<file path="src/rtl/button_gesture_detector_pkg.sv">
// Shared constants for the button gesture detector and related UI blocks.
// State encodings are exported as plain localparams for reuse.
package button_gesture_detector_pkg;

    localparam logic [2:0] ST_IDLE   = 3'd0;
    localparam logic [2:0] ST_PRESS1 = 3'd1;
    localparam logic [2:0] ST_GAP    = 3'd2;
    localparam logic [2:0] ST_PRESS2 = 3'd3;
    localparam logic [2:0] ST_LONG   = 3'd4;

    typedef enum logic [2:0] {
        IDLE   = ST_IDLE,
        PRESS1 = ST_PRESS1,
        GAP    = ST_GAP,
        PRESS2 = ST_PRESS2,
        LONG   = ST_LONG
    } gesture_state_e;

    function automatic int unsigned max_u(
        input int unsigned a,
        input int unsigned b
    );
        return (a > b) ? a : b;
    endfunction

endpackage

</file>
<file path="src/rtl/button_gesture_detector_edge_detect.sv">
// Edge detector for a debounced level: combinational rise/fall strobes
// against a history flop, plus a registered copy of the level.
module button_gesture_detector_edge_detect (
    input  logic i_Clk,
    input  logic i_Reset,
    input  logic i_Sig,
    output logic o_Rise,
    output logic o_Fall,
    output logic o_Level
);

    logic prev_q;
    logic prev_d;
    logic level_q;
    logic level_d;

    // History tracks the input even in reset, so a level held through
    // reset is not mistaken for a fresh edge afterwards.
    always_comb begin
        prev_d  = i_Sig;
        level_d = i_Sig;
    end

    // History and registered level flops.
    always_ff @(posedge i_Clk) begin
        prev_q <= prev_d;
        if (i_Reset) begin
            level_q <= 1'b0;
        end else begin
            level_q <= level_d;
        end
    end

    assign o_Rise  = i_Sig & ~prev_q;
    assign o_Fall  = ~i_Sig & prev_q;
    assign o_Level = level_q;

endmodule

</file>
<file path="src/rtl/button_gesture_detector.sv">
// Classifies a debounced button level into press, release, single/double
// click and long-press pulses, all registered and one cycle wide.
module button_gesture_detector
    import button_gesture_detector_pkg::*;
#(
    parameter int unsigned LONG_PRESS_CYCLES = 25_000_000,
    parameter int unsigned DOUBLE_GAP_CYCLES = 6_250_000
) (
    input  logic i_Clk,
    input  logic i_Reset,
    input  logic i_Debounced,
    output logic o_Press,
    output logic o_Release,
    output logic o_Single_Click,
    output logic o_Double_Click,
    output logic o_Long_Press,
    output logic o_Held
);

    localparam int unsigned CW =
        $clog2(max_u(LONG_PRESS_CYCLES, DOUBLE_GAP_CYCLES) + 1);

    // Counter is 0 in the cycle an event pulse is visible, so the
    // terminal value sits one below the programmed distance.
    localparam logic [CW-1:0] LONG_LAST = CW'(LONG_PRESS_CYCLES - 1);
    localparam logic [CW-1:0] GAP_LAST  = CW'(DOUBLE_GAP_CYCLES - 1);

    logic rise;
    logic fall;
    logic level;

    gesture_state_e state_q, state_d;
    logic [CW-1:0]  cnt_q, cnt_d;
    logic           press_q, press_d;
    logic           release_q, release_d;
    logic           single_q, single_d;
    logic           double_q, double_d;
    logic           long_q, long_d;

    button_gesture_detector_edge_detect u_edge (
        .i_Clk   (i_Clk),
        .i_Reset (i_Reset),
        .i_Sig   (i_Debounced),
        .o_Rise  (rise),
        .o_Fall  (fall),
        .o_Level (level)
    );

    // Next-state, counter and event decode for the gesture FSM.
    always_comb begin
        state_d   = state_q;
        cnt_d     = cnt_q;
        press_d   = rise;
        release_d = fall;
        single_d  = 1'b0;
        double_d  = 1'b0;
        long_d    = 1'b0;
        case (state_q)
            IDLE: begin
                if (rise) begin
                    state_d = PRESS1;
                    cnt_d   = '0;
                end
            end
            PRESS1: begin
                if (fall) begin
                    state_d = GAP;
                    cnt_d   = '0;
                end else if (cnt_q == LONG_LAST) begin
                    state_d = LONG;
                    cnt_d   = '0;
                    long_d  = 1'b1;
                end else begin
                    cnt_d = cnt_q + 1'b1;
                end
            end
            GAP: begin
                if (rise) begin
                    state_d = PRESS2;
                    cnt_d   = '0;
                end else if (cnt_q == GAP_LAST) begin
                    state_d  = IDLE;
                    cnt_d    = '0;
                    single_d = 1'b1;
                end else begin
                    cnt_d = cnt_q + 1'b1;
                end
            end
            PRESS2: begin
                if (fall) begin
                    state_d  = IDLE;
                    cnt_d    = '0;
                    double_d = 1'b1;
                end else if (cnt_q == LONG_LAST) begin
                    state_d = LONG;
                    cnt_d   = '0;
                    long_d  = 1'b1;
                end else begin
                    cnt_d = cnt_q + 1'b1;
                end
            end
            LONG: begin
                if (fall) begin
                    state_d = IDLE;
                    cnt_d   = '0;
                end
            end
            default: begin
                state_d = IDLE;
                cnt_d   = '0;
            end
        endcase
    end

    // State, counter and registered event outputs.
    always_ff @(posedge i_Clk) begin
        if (i_Reset) begin
            state_q   <= IDLE;
            cnt_q     <= '0;
            press_q   <= 1'b0;
            release_q <= 1'b0;
            single_q  <= 1'b0;
            double_q  <= 1'b0;
            long_q    <= 1'b0;
        end else begin
            state_q   <= state_d;
            cnt_q     <= cnt_d;
            press_q   <= press_d;
            release_q <= release_d;
            single_q  <= single_d;
            double_q  <= double_d;
            long_q    <= long_d;
        end
    end

    assign o_Press        = press_q;
    assign o_Release      = release_q;
    assign o_Single_Click = single_q;
    assign o_Double_Click = double_q;
    assign o_Long_Press   = long_q;
    assign o_Held         = level;

endmodule
</file>
<file path="config.mk">
export PLATFORM = sky130hd
export DESIGN_NAME = button_gesture_detector
export DESIGN_NICKNAME = d
export VERILOG_FILES = /design/src/rtl/button_gesture_detector_pkg.sv /design/src/rtl/button_gesture_detector_edge_detect.sv /design/src/rtl/button_gesture_detector.sv
export SDC_FILE = /design/constraint.sdc
export NUM_CORES = 1
export LEC_CHECK = 0
export BUFFER_PORTS_ARGS = -buffer_cell sky130_fd_sc_hd__buf_2
export CORE_MARGIN = 10
export CORE_UTILIZATION = 50
export CTS_BUF_LIST = sky130_fd_sc_hd__clkbuf_2 sky130_fd_sc_hd__clkbuf_4 sky130_fd_sc_hd__clkbuf_8
export DETAILED_ROUTE_END_ITERATION = 12
export HOLD_SLACK_MARGIN = 0.1
export PLACE_DENSITY = 0.78
export RECOVER_POWER = 25
export SLEW_MARGIN = 5
export SYNTH_ARGS = -nofsm -noshare
export SYNTH_HDL_FRONTEND = slang
export SYNTH_SLANG_ARGS = --single-unit
</file>
<file path="constraint.sdc">
create_clock -name i_Clk -period 2.7 [get_ports i_Clk]
set_input_delay 0.27 -clock i_Clk [delete_from_list [all_inputs] [get_ports i_Clk]]
set_output_delay 0.27 -clock i_Clk [all_outputs]
set_load 0.01 [all_outputs]
</file>
## After elaboration in Yosys (flattened, before gate mapping)

Index checks and enable logic that the tools add are counted.

| storage, ports and cells | value |
|---|---|
| flip-flop bits (word level) | 35 |
| input bits | 3 |
| word-level logic and storage cells | 51 |

| operators by class | value |
|---|---|
| add/sub/neg operators | 1 |
| equality and inequality tests | 9 |
| multiplexer cells | 18 |
| bitwise gates (word level) | 7 |
| reduce and logical (&&, ||, !) cells | 7 |

Operator list:

| operator | count |
|---|---|
| 2-to-1 mux 25 bit | 6 |
| one-hot mux 25 bit (4 select lines) | 1 |
| adder 25 x 1 -> 25 bit, second input constant | 1 |
| == test 25 x 23 -> 1 bit, second input constant | 1 |
| == test 25 bit, second input constant | 1 |
| 2-to-1 mux 3 bit | 7 |
| one-hot mux 3 bit (5 select lines) | 1 |
| == test 3 x 2 -> 1 bit, second input constant | 2 |
| OR reduction 3 bit | 2 |
| NOT 1 bit | 5 |
| != test 2 bit, second input constant | 2 |
| OR reduction 2 bit | 2 |
| == test 3 x 1 -> 1 bit, second input constant | 1 |
| == test 3 bit, second input constant | 1 |
| zero test 3 bit | 1 |
| 2-to-1 mux 1 bit | 3 |
| != test 3 bit, second input constant | 1 |
| AND reduction 3 bit | 1 |
| bitwise AND 1 bit | 2 |
| AND reduction 2 bit | 1 |

## Logic depth before layout (Yosys ltp)

| logic depth | value |
|---|---|
| word-level depth | 4 |
| gate-level depth with buffers | 8 |
| gate-level depth less buffers | 7 |

## By module

From an unflattened synthesis, not the netlist that was laid out.

| second synthesis, totals | value |
|---|---|
| cell total of the unflattened synthesis | 198 |
| area total of the unflattened synthesis | 1,778.0 sq um |

By module, submodules not included:

| module | instances | cells an instance | area an instance (sq um) | seq. area each (sq um) |
|---|---|---|---|---|
| button_gesture_detector | 1 | 193 | 1,719.1 | 660.6 |
| button_gesture_detector_edge_detect | 1 | 5 | 58.8 | 40.0 |

## Worst setup path after synthesis

No wires, ideal clock.

| timing | value |
|---|---|
| kind | register to register |
| start point | reg cnt_q[5] |
| end point | reg cnt_q[17] |
| setup time | 122 ps |
| arrival time | 1,817 ps |
| slack | 761 ps |
| stages on the path, launching flop included | 8 |
| period minus slack after synthesis | 1,939 ps |
| path through | dfxtp_1 clkbuf_2 or4_4 nor4_4 a21o_4 a21oi_4 buf_6 a221o_1 |

| on the way | value |
|---|---|
| longest elaborated chain between the ends | 4 |
| elaborated cells between the ends (all ways) | 8 |
| those cells by class | add/sub (1); eq/ne (2); mux (5) |

Ends and longest elaborated chain:

| item | line | source |
|---|---|---|
| from (decl) | button_gesture_detector.sv:33 | `logic [CW-1:0] cnt_q, cnt_d;` |
| from (signal assigned) | button_gesture_detector.sv:127 | `cnt_q <= cnt_d;` |
| adder 25 x 1 -> 25 bit, or another cell as far along | button_gesture_detector.sv:74, button_gesture_detector.sv:86, button_gesture_detector.sv:99 |  |
| 2-to-1 mux 25 bit (on tied branches) | button_gesture_detector.sv:69, button_gesture_detector.sv:94, button_gesture_detector.sv:81 |  |
| 2-to-1 mux 25 bit (on tied branches) | button_gesture_detector.sv:66, button_gesture_detector.sv:78 |  |
| one-hot mux 25 bit (4 select lines) (*) | button_gesture_detector.sv:58 | `case (state_q)` |

Mark *: on every way between the ends. The rest lies on a longest branch, timed or not.
A chain may end at the register's enable or synchronous reset.

## Worst setup path after layout

| timing | value |
|---|---|
| start point | in i_Debounced |
| end point | reg cnt_q[2] |

| on the way | value |
|---|---|
| longest elaborated chain between the ends | 4 |
| elaborated cells between the ends (all ways) | 9 |
| those cells by class | eq/ne (2); mux (3); bitwise (3); reduce/logical (1) |

Ends and longest elaborated chain:

| item | line | source |
|---|---|---|
| from (decl) | button_gesture_detector.sv:11 | `input logic i_Debounced,` |
| NOT 1 bit | button_gesture_detector_edge_detect.sv:35 | `assign o_Fall = ~i_Sig & prev_q;` |
| bitwise AND 1 bit | button_gesture_detector_edge_detect.sv:35 |  |
| 2-to-1 mux 25 bit / != test 2 bit (equally long branches) | -- |  |
| one-hot mux 25 bit (4 select lines) / AND reduction 2 bit (equally long branches) | -- |  |

Several ways; a longest one is shown, not always the timed one.

==> flow_summary.ini <==
[synth]
yosys_register_bits = 35
syn-instance-count = 215
yosys_warnings = 0
synth.distinct_cells = 49
synth-async-reset-ratio_pct = 0
avgSynthCellArea_um2 = 8.32
synth_area_mm2 = 0.00179
seq_area_frac_synth_pct = 39.2
synth_edf_count = 0
synth_fp_nets = 219
synth_ff_type = dfxtp_1

[global_route]
gr-total-overflow = 0
use_met3_pct = 4.50
antenna_found_initial = 0
grtUsageTotal_pct = 12.8
use_met2_pct = 19.3
grt_max_degree = 37
grt_pass1_vias = 1398
grt_pass1_wl_um = 6500
gr-usage-met1_pct = 15.5
grt-busiest-layer = met2

[critical_path]
worstReg2RegEnd = cnt_q[24]
cpPeakStageDelay_ns = 0.64
critPathKind = primary input to flop
rrSetupSlack_ns = 0.36
start_kind = primary input
cp_slowest_cell = a21oi_2
endpoint_kind = flop
r2r_start = cnt_q[0]
crit_path_start = i_Debounced
required_ns = 2.97
cpMostUsedCell = nand2b_1
ff2ff_path_depth = 7
path_max_fanout = 18
arrival_ns = 2.74
crit_path_cell_trace = dlygate4sd3_1 -> clkbuf_1 -> nand2b_1 -> or3b_1 -> a21o_4 -> a21oi_2 -> nand2b_1 -> a31oi_1

[place]
dp_slack_ns = 0.332
dp_hpwl_um = 2620
place_area_mm2 = 0.00183
place.gp.congestion = 0.861
io_buffers = 8

[floorplanning]
rows = 21
die_h_um = 79.8
start_util_pct = 52.8
die_w_um = 79.8
dieArea_mm2 = 0.00637
coreArea_mm2 = 0.00339
num_io_pins = 9

[clocking]
clk_pin_slew_worst_paths_ns = 0.10
insertion_delay_ns = 0.34
htreeDepth = 2
cts_tree = built
cts_setup_buffers = 0
numCtsBuffers = 5
cts.sinks = 35
cts_buffer_depth = 2
post_cts_resized = 0
clock-root-buffer = clkbuf_4

[final_layout]
ff_latch_area_um2 = 701
finalInstanceArea_mm2 = 0.00193
fillCellCount = 320
antennaDiodeCount = 0
drive_gt1_share_pct = 9.42
utilization_pct = 56.9
nets = 226
multi_input_area_mm2 = 0.00102
area_delta_synth_final_pct = 7.91

[hold_path]
hold_class = primary input to flop
min_to = o_Release
hold_path_depth = 2
holdCritStartpoint = i_Reset

[route]
drcViolationCount = 0
dr.first_iter.drc_count = 162
routed-via-count = 1592
vias_per_cell = 5.92
detail-route-antenna-nets = 0
first_pass_iters = 5
post_drt_wl_per_cell_um = 15.0
wirelength_um = 4030

[sta]
fin_tns_setup_ns = 0
finalCriticalPeriod_ns = 2.48
maxSlewViolCount = 0
setup_ws_ns = 0.224
max_slew_margin_pct = 45.8
setup_violations = 0
rsz0062_at_grt = false
fin_crit_sh_pct = 91.7
fmax_ghz = 0.404
hold_viol = 0
worstMarginPinSlew_ns = 0.813
fin_skew_ns = 0.00489

[pwr]
ir_drop_mv = 0.360
p_leak_nw = 0.649
clkPwrFrac_pct = 36.8
p_sw_w = 0.000282
comb_power_share_pct = 12.9
seqPwrFrac_pct = 50.2
p_per_area_mw_per_mm2 = 558
p_total_w = 0.00108
p_sw_share_pct = 26.2
internal-power_w = 0.000795

[flow_run]
max_cap_violations = 0

[run_status]
outcome = finished clean
==> power by group through the flow <==
| stage | Clock, W | Combinational (W) | Sequential [W] |
|---|---|---|---|
| final | 0.000397 | 0.000139 | 0.000541 |
| after global routing | 0.000425 | 0.000155 | 0.000544 |
| after CTS | 0.000403 | 0.000136 | 0.000541 |
| after detailed placement | 0 | 0.000134 | 0.000552 |
| after global placement | 0 | 0.000131 | 0.000552 |
| after floorplan | 0 | 0.000111 | 0.000547 |
==> cells by family after synthesis <==
logic type,synth area share (%)
flip-flops,39.2
AND/OR/NAND/NOR,33.0
buffers and inverters,4.20
AO/OA/AOI/OAI,19.6
adder cells (fa/ha/maj),0.700
multiplexers,3.36
==> worst max-delay path by stage <==
stage                     end  slack [ns]
floorplan           cnt_q[17]        0.76
global placement    cnt_q[15]        0.40
detailed placement  cnt_q[12]        0.33
CTS                 cnt_q[18]        0.13
global route        cnt_q[21]        0.07
finish               cnt_q[2]        0.22
==> what timing repair did <==
action | 4_1_cts | 5_1_grt
hold buffers | 1 | 0
endpoints found under the setup margin | 0 | 2
hold endpoints to repair | 1 | 0
==> cell usage after synthesis, drive strengths merged, types with 2 or more instances <==
cell type | count | area share [%]
nand2b | 8 | 2.8
o21ai | 5 | 1.4
nand4 | 7 | 2.4
nand2 | 22 | 4.6
nor2b | 3 | 1.0
nor3 | 4 | 1.1
a21oi | 20 | 6.2
a21o | 6 | 3.0
nand3 | 16 | 4.5
mux2i | 6 | 3.4
nor4b | 2 | 0.98
a31oi | 11 | 3.8
dfxtp | 35 | 39
clkbuf | 5 | 1.1
buf | 6 | 2.2
nand3b | 4 | 1.7
nor2 | 21 | 4.4
nand4b | 2 | 0.98
and3 | 5 | 1.7
inv | 4 | 0.84
nor4 | 3 | 1.9
==> critical path, delay by kind of cell <==
family / cells / cell delay (ns)
AOI/OAI and AO/OA: 3 / 1.08
buffers and inverters: 2 / 0.68
and+or+nand+nor: 3 / 0.71
==> state kept, by name, indices dropped and copies added (netlist names) <==
| register | count |
|---|---|
| u_edge.o_Level | 1 |
| u_edge.prev_q | 1 |
| o_Press | 1 |
| cnt_q | 25 |
| o_Single_Click | 1 |
| state_q | 3 |
| o_Double_Click | 1 |
| o_Release | 1 |
| o_Long_Press | 1 |
==> routing by layer <==
metal	vias to the layer above	wire [µm]
met4	0	129
met5	-	0
met1	705	1830
li1	815	-
met2	61	1780
met3	11	289
==> metrics by stage <==
step,hold slack (ns),cells
final,0.309,269
after global routing,0.318,269
after CTS,0.277,268
after detailed placement,0.427,259
after global placement,0.412,259
after floorplan,0.298,215
==> placed cells by master (no fill, tap or decap), drive strengths merged, types with 2 or more instances in the layout <==
cell type	instances
mux2i	6
buf	2
a21o	6
nand4	7
a21oi	21
nand2b	8
nor3	4
clkbuf	13
a31oi	11
nand3b	4
nor2	21
nand3	16
o21ai	5
nand4b	2
inv	4
nor2b	3
nand2	22
nor4	3
nor4b	2
dfxtp	35
and3	5
==> cell type report <==
| class | count | share of cell area, % |
|---|---|---|
| Multi-Input combinational cell | 166 | 52.9 |
| Sequential cell | 35 | 36.3 |
| Tap cell | 46 | 2.98 |
| Clock buffer | 6 | 2.66 |
| Timing Repair Buffer | 10 | 2.53 |
| Clock inverter | 2 | 1.82 |
| Inverter | 4 | 0.778 |
(Power assumes the default switching activity.)
